### config.mk
export PLATFORM = sky130hd
export DESIGN_NAME = led_pattern_sequencer
export DESIGN_NICKNAME = d
export VERILOG_FILES = /design/src/rtl/led_pattern_sequencer.sv
export SDC_FILE = /design/constraint.sdc
export NUM_CORES = 1
export LEC_CHECK = 0
export CAP_MARGIN = 10
export CORE_MARGIN = 5
export CORE_UTILIZATION = 45
export CTS_CLUSTER_DIAMETER = 80
export CTS_CLUSTER_SIZE = 14
export DETAILED_ROUTE_END_ITERATION = 6
export MAX_ROUTING_LAYER = met4
export PLACE_DENSITY = 0.62
export SYNTH_ARGS = -nofsm -noshare
export SYNTH_HDL_FRONTEND = slang
export SYNTH_SLANG_ARGS = --single-unit
### constraint.sdc
create_clock -name clk -period 5.1 [get_ports clk]
set_input_delay 0.51 -clock clk [delete_from_list [all_inputs] [get_ports clk]]
set_output_delay 0.51 -clock clk [all_outputs]
set_load 0.1 [all_outputs]
### src/rtl/led_pattern_sequencer.sv
// Mode-driven 6-LED pattern sequencer: debounced button cycles COUNT/SCAN/BLINK/OFF, prescaler paces steps.
// Optional PWM dimming of lit LEDs is enabled by defining LED_PWM_DIM_EN.
module led_pattern_sequencer #(
  parameter int TICK_DIV        = 13500000,
  parameter int DEBOUNCE_CYCLES = 270000
) (
  input  logic       clk,
  input  logic       reset_n,
  input  logic       btn_n,
  input  logic       pause,
`ifdef LED_PWM_DIM_EN
  input  logic [7:0] dim,
`endif
  output logic [5:0] led,
  output logic [1:0] mode,
  output logic       tick
);

  localparam int PRESC_W = $clog2(TICK_DIV);
  localparam int DB_W    = $clog2(DEBOUNCE_CYCLES);
  localparam logic [PRESC_W-1:0] PRESC_MAX = PRESC_W'(TICK_DIV - 1);
  localparam logic [DB_W-1:0]    DB_MAX    = DB_W'(DEBOUNCE_CYCLES - 1);

  typedef enum logic [1:0] {
    COUNT = 2'd0,
    SCAN  = 2'd1,
    BLINK = 2'd2,
    OFF   = 2'd3
  } mode_t;

  logic              sync_p0;
  logic              sync_p1;
  logic [DB_W-1:0]   db_cnt;
  logic              db_level;
  logic              press;

  mode_t             state_q;
  mode_t             state_d;
  logic [5:0]        pattern_q;
  logic [5:0]        pattern_d;
  logic              dir_up_q;
  logic              dir_up_d;
  logic [PRESC_W-1:0] presc_q;
  logic [PRESC_W-1:0] presc_d;

  function automatic mode_t next_mode(input mode_t m);
    case (m)
      COUNT:   return SCAN;
      SCAN:    return BLINK;
      BLINK:   return OFF;
      default: return COUNT;
    endcase
  endfunction

  function automatic logic [5:0] start_pattern(input mode_t m);
    return (m == SCAN) ? 6'b000001 : 6'b000000;
  endfunction

  // Returns {dir_up, pattern}; the end bit is shown once before reversing.
  function automatic logic [6:0] scan_step(input logic up, input logic [5:0] p);
    if (up) begin
      if (p[5]) return {1'b0, p >> 1};
      else      return {1'b1, p << 1};
    end else begin
      if (p[0]) return {1'b1, p << 1};
      else      return {1'b0, p >> 1};
    end
  endfunction

  // Stage p0/p1: two-flop synchroniser for the asynchronous button
  always_ff @(posedge clk or negedge reset_n) begin
    if (!reset_n) begin
      sync_p0 <= 1'b1;
      sync_p1 <= 1'b1;
    end else begin
      sync_p0 <= btn_n;
      sync_p1 <= sync_p0;
    end
  end

  // Debounce: level accepted after DEBOUNCE_CYCLES consecutive disagreeing samples
  always_ff @(posedge clk or negedge reset_n) begin
    if (!reset_n) begin
      db_cnt   <= '0;
      db_level <= 1'b1;
      press    <= 1'b0;
    end else begin
      press <= 1'b0;
      if (sync_p1 == db_level) begin
        db_cnt <= '0;
      end else if (db_cnt == DB_MAX) begin
        db_cnt   <= '0;
        db_level <= sync_p1;
        press    <= ~sync_p1;
      end else begin
        db_cnt <= db_cnt + 1'b1;
      end
    end
  end

  always_ff @(posedge clk or negedge reset_n) begin
    if (!reset_n) begin
      state_q   <= COUNT;
      pattern_q <= '0;
      dir_up_q  <= 1'b1;
      presc_q   <= '0;
    end else begin
      state_q   <= state_d;
      pattern_q <= pattern_d;
      dir_up_q  <= dir_up_d;
      presc_q   <= presc_d;
    end
  end

  // A press restarts the new mode cleanly, so a coincident tick step is dropped.
  always_comb begin
    tick      = (presc_q == PRESC_MAX) && !pause;
    state_d   = state_q;
    pattern_d = pattern_q;
    dir_up_d  = dir_up_q;
    presc_d   = presc_q;
    if (!pause) presc_d = tick ? '0 : presc_q + 1'b1;
    if (press) begin
      state_d   = next_mode(state_q);
      pattern_d = start_pattern(state_d);
      presc_d   = '0;
      dir_up_d  = 1'b1;
    end else if (tick) begin
      case (state_q)
        COUNT:   pattern_d = pattern_q + 6'd1;
        SCAN:    {dir_up_d, pattern_d} = scan_step(dir_up_q, pattern_q);
        BLINK:   pattern_d = ~pattern_q;
        default: pattern_d = '0;
      endcase
    end
  end

  assign mode = state_q;

`ifdef LED_PWM_DIM_EN
  logic [7:0] pwm_cnt;
  logic [5:0] lit_mask;

  always_ff @(posedge clk or negedge reset_n) begin
    if (!reset_n) pwm_cnt <= '0;
    else          pwm_cnt <= pwm_cnt + 8'd1;
  end

  assign lit_mask = (pwm_cnt < dim) ? 6'h3F : 6'h00;
  assign led      = ~(pattern_q & lit_mask);
`else
  assign led = ~pattern_q;
`endif

endmodule

==> results.md <==
| Result | This run |
|:---|:---|
| Outcome | finished, final reports clean |
| Max incr delay on CP | 1.21 ns |
| Largest net degree at the start of global routing | 55 |
| Clock tree from TritonCTS | built |
| Drt pass-1 iters | 4 |
| Slowest library cell on the worst path | sky130_fd_sc_hd__clkdlybuf4s50_1 |
| Most numerous cell on the critical path | sky130_fd_sc_hd__clkdlybuf4s50_1 |
| Worst rel slew slack | 0.353 |
| Maximum clock frequency | 0.275 GHz |
| Via count of the routed design | 2,289 |
| Setup bufs post-CTS | 0 |
| Leakage dissipation | 0.00147 µW |
| Element type at the critical path end | output pin |
| Synthesis-stage register bit count | 56 |
| Maximum fanout count along the critical path | 9 |
| Worst min-delay path category | flop to flop |
| Total detailed-routing wirelength | 6.07 mm |
| Min Tclk post-route | 3.64 ns |
| Count of unresolved DRC violations after routing | 0 |
| Aggregate global-route resource usage | 0.157 |
| DPL Wire Length | 4.26 mm |
| Number of distinct standard cells referenced by the synthesized netlist | 57 |
| Top-area cell type share of the netlist area | 0.417 |
| Cells traversed along the worst timing path | clkdlybuf4s50_1 > and4b_1 > nand4_1 > nor3_4 > clkdlybuf4s50_1 |
| Width of the chip | 93.3 µm |
| Port Buffers | 12 |
| Number of global-route vias before repair | 2,271 |
| Worst path buffer plus inverter count | 2 |
| Data arrival time at the worst-slack endpoint | 3.13 ns |
| Cell taking the most area after synthesis | sky130_fd_sc_hd__dfrtp_1 |
| Startpoint class of the critical path | input pin |
| Worst-Skew Late Latency | 0.31 ns |
| Routability-driven placement congestion ratio | 0.895 |
| Number of buffers on the longest clock path | 2 |
| Synth area leaders | sky130_fd_sc_hd__dfrtp_1, sky130_fd_sc_hd__nor2_1, sky130_fd_sc_hd__xnor2_1, sky130_fd_sc_hd__xor2_1, sky130_fd_sc_hd__dfstp_2 |
| CTS root buf | sky130_fd_sc_hd__clkbuf_8 |
| Deepest level of the CTS H-tree | 2 |
| Area growth from synthesis to final layout | 8.95% |
| Number of violations of the max-capacitance limit | 0 |
| Post-synth design cell area | 3120 µm² |
| Share of async-settable or async-resettable flops after synthesis | 1.00 |
| TritonCTS sink count | 56 |
| WL/cell | 14.6 µm |
| Most used DFF post-synth | sky130_fd_sc_hd__dfrtp_1 |
| Clock skew | 0.00648 ns |
| Yosys synthesis warning count | 0 |
| Final Hold Fails | 0 |
| Gr ovfl total | 0 |
| Mean Syn Cell Area | 9.75 µm² |
| Boundary Pins | 13 |
| Setup repair after global routing missed its margin | false |
| Row cnt | 30 |
| Post-Synthesis Net Count | 332 |
| Largest delay share family, worst path | buffers and inverters |
| Clock transition at the registers of the reported paths | 0.10 ns |
| Sum of negative setup slack | 0 ns |
| Final Setup Violations | 0 |
| Total cell area at the placement stage | 3300 µm² |
| Cell area after layout | 3400 µm² |
| TritonCTS buffer count | 5 |
| DP Cell Count | 405 |
| Number of routed nets with antenna violations | 0 |
| Critical Setup Path Class | input pin to output pin |
| Via/cell ratio | 5.53 |
| Fin. max-slew vios | 0 |
| Hold_ws | 0.361 ns |
| Violation count after the first detailed-routing iteration | 90 |
| Fin nets | 345 |
| Number of enable flip-flop cells after synthesis | 0 |
| Worst supply voltage drop on vdd | 0.149 mV |
| Antenna diode count | 0 |
| Vert. Die Dim | 93.3 µm |
| Antenna violations before repair | 0 |
| Transition time of the tightest slew-check pin | 0.968 ns |
| Fraction of the yosys area taken by sequential cells | 0.451 |
| Portion of the clock cycle consumed by the worst path in the final layout | 0.713 |
| Count of placed standard cells in the final layout, fillers left out | 414 |
| Cell area power density | 235 nW/µm² |
| Proportion of layout cells with a drive suffix above 1 | 0.0898 |
| Post-synthesis cell count | 320 |
| Starting density of the core | 0.462 |
| First-pass GRT wire length | 10.7 mm |
| Data required time of the critical path | 4.59 ns |
| Total die area | 8700 µm² |
| Std-Cell Core Area | 6760 µm² |
-- flip-flops by register name, indices dropped and copies added (netlist names) --
| register | cells |
|---|---|
| pattern_q | 6 |
| db_level | 1 |
| mode | 2 |
| db_cnt | 19 |
| sync_p0 | 1 |
| sync_p1 | 1 |
| press | 1 |
| dir_up_q | 1 |
| presc_q | 24 |
-- area by class of cell --
cell class | count | area, µm²
clock inverters | 2 | 16.3
repair buffers | 14 | 133
multi-input cells | 242 | 1620
well taps | 80 | 100
fillers | 642 | 3360
clock buffers | 6 | 72.6
flip-flops and latches | 56 | 1410
inverters | 14 | 52.6
-- metrics by stage --
step / util / setup WS (ns) / power [µW]
2_1_floorplan: - / 2.72 / 543
3_3_place_gp: 0.488 / 1.49 / 569
3_5_place_dp: 0.488 / 1.49 / 569
4_1_cts: 0.503 / 1.46 / 814
5_1_grt: 0.503 / 1.34 / 847
6_report: 0.503 / 1.46 / 799
-- cell families after synthesis --
logic type | Yosys count | synth area share
AOI/OAI and AO/OA | 31 | 0.0646
xor gates and xnor gates | 42 | 0.118
adders and majority gates | 8 | 0.0321
buffers and inverters | 22 | 0.0305
DFF | 56 | 0.451
muxes | 4 | 0.0132
and+or+nand+nor | 157 | 0.291
-- metal layers --
layer	global-route usage	wire, µm
met4	0.0537	93
met5	-	0
met2	0.250	2830
met3	0.0274	166
met1	0.202	2980
-- where the power goes --
| part | switching, µW | internal [µW] | leakage, µW |
|---|---|---|---|
| clock network | 140 | 98.0 | 0.0000414 |
| logic | 37.4 | 28.9 | 0.000700 |
| registers | 28.1 | 466 | 0.000730 |
| total | 206 | 593 | 0.00147 |
-- timing repair --
item | CTS | global route
hold buffers | 1 | 0
hold endpoints to repair | 2 | 0
gates resized for setup | 0 | 0
-- synth_stat cells (2+ instances only) --
library cell               instances
sky130_fd_sc_hd__dfstp_2           4
sky130_fd_sc_hd__buf_2             4
sky130_fd_sc_hd__nor2b_1           3
sky130_fd_sc_hd__or3_1             2
sky130_fd_sc_hd__or3b_2            2
sky130_fd_sc_hd__o31ai_1           2
sky130_fd_sc_hd__ha_1              8
sky130_fd_sc_hd__o22ai_1           2
sky130_fd_sc_hd__nand4b_1          3
sky130_fd_sc_hd__nand4_1          12
sky130_fd_sc_hd__nor4b_1           3
sky130_fd_sc_hd__nand2_1          22
sky130_fd_sc_hd__dfrtp_1          52
sky130_fd_sc_hd__clkbuf_1          2
sky130_fd_sc_hd__a21oi_1           9
sky130_fd_sc_hd__nor4_4            2
sky130_fd_sc_hd__buf_4             2
sky130_fd_sc_hd__nand3_1          16
sky130_fd_sc_hd__o21ai_0           5
sky130_fd_sc_hd__inv_1            14
sky130_fd_sc_hd__nor3_1            5
sky130_fd_sc_hd__nor4_2            3
sky130_fd_sc_hd__xor2_1           21
sky130_fd_sc_hd__mux2i_1           3
sky130_fd_sc_hd__nand2b_1          3
sky130_fd_sc_hd__and3_1            8
sky130_fd_sc_hd__o32ai_1           3
sky130_fd_sc_hd__nor2_1           53
sky130_fd_sc_hd__xnor2_1          21
sky130_fd_sc_hd__nor3b_1           2
sky130_fd_sc_hd__and4_1            3
-- cell usage in the layout, fill, tap and decap left out, drive strengths merged, types with 4 or more instances in the layout --
master	instances
a21oi	9
and3	8
and4	4
clkbuf	6
clkdlybuf4s50	11
dfrtp	52
dfstp	4
ha	8
inv	14
nand2	23
nand3	17
nand4	13
nor2	53
nor3	6
nor4	6
o21ai	6
xnor2	21
xor2	21
-- final timing paths --
check | startpoint | to | slack, ns | cells after the start
worst max-delay path | pause | tick | 1.46 | 5
worst min-delay path | sync_p0$_DFF_PN1_ | sync_p1$_DFF_PN1_ | 0.36 | 0
worst max register to register | press$_DFF_PN0_ | presc_q[6]$_DFFE_PN0P_ | 2.84 | 5
worst min register to register | sync_p0$_DFF_PN1_ | sync_p1$_DFF_PN1_ | 0.36 | 0
max in group asynchronous | reset_n | db_cnt[5]$_DFF_PN0_ | 3.76 | 3
min in group asynchronous | reset_n | pattern_q[4]$_DFFE_PN0P_ | 0.51 | 2
Note: power is estimated with default switching activity, not from simulation.
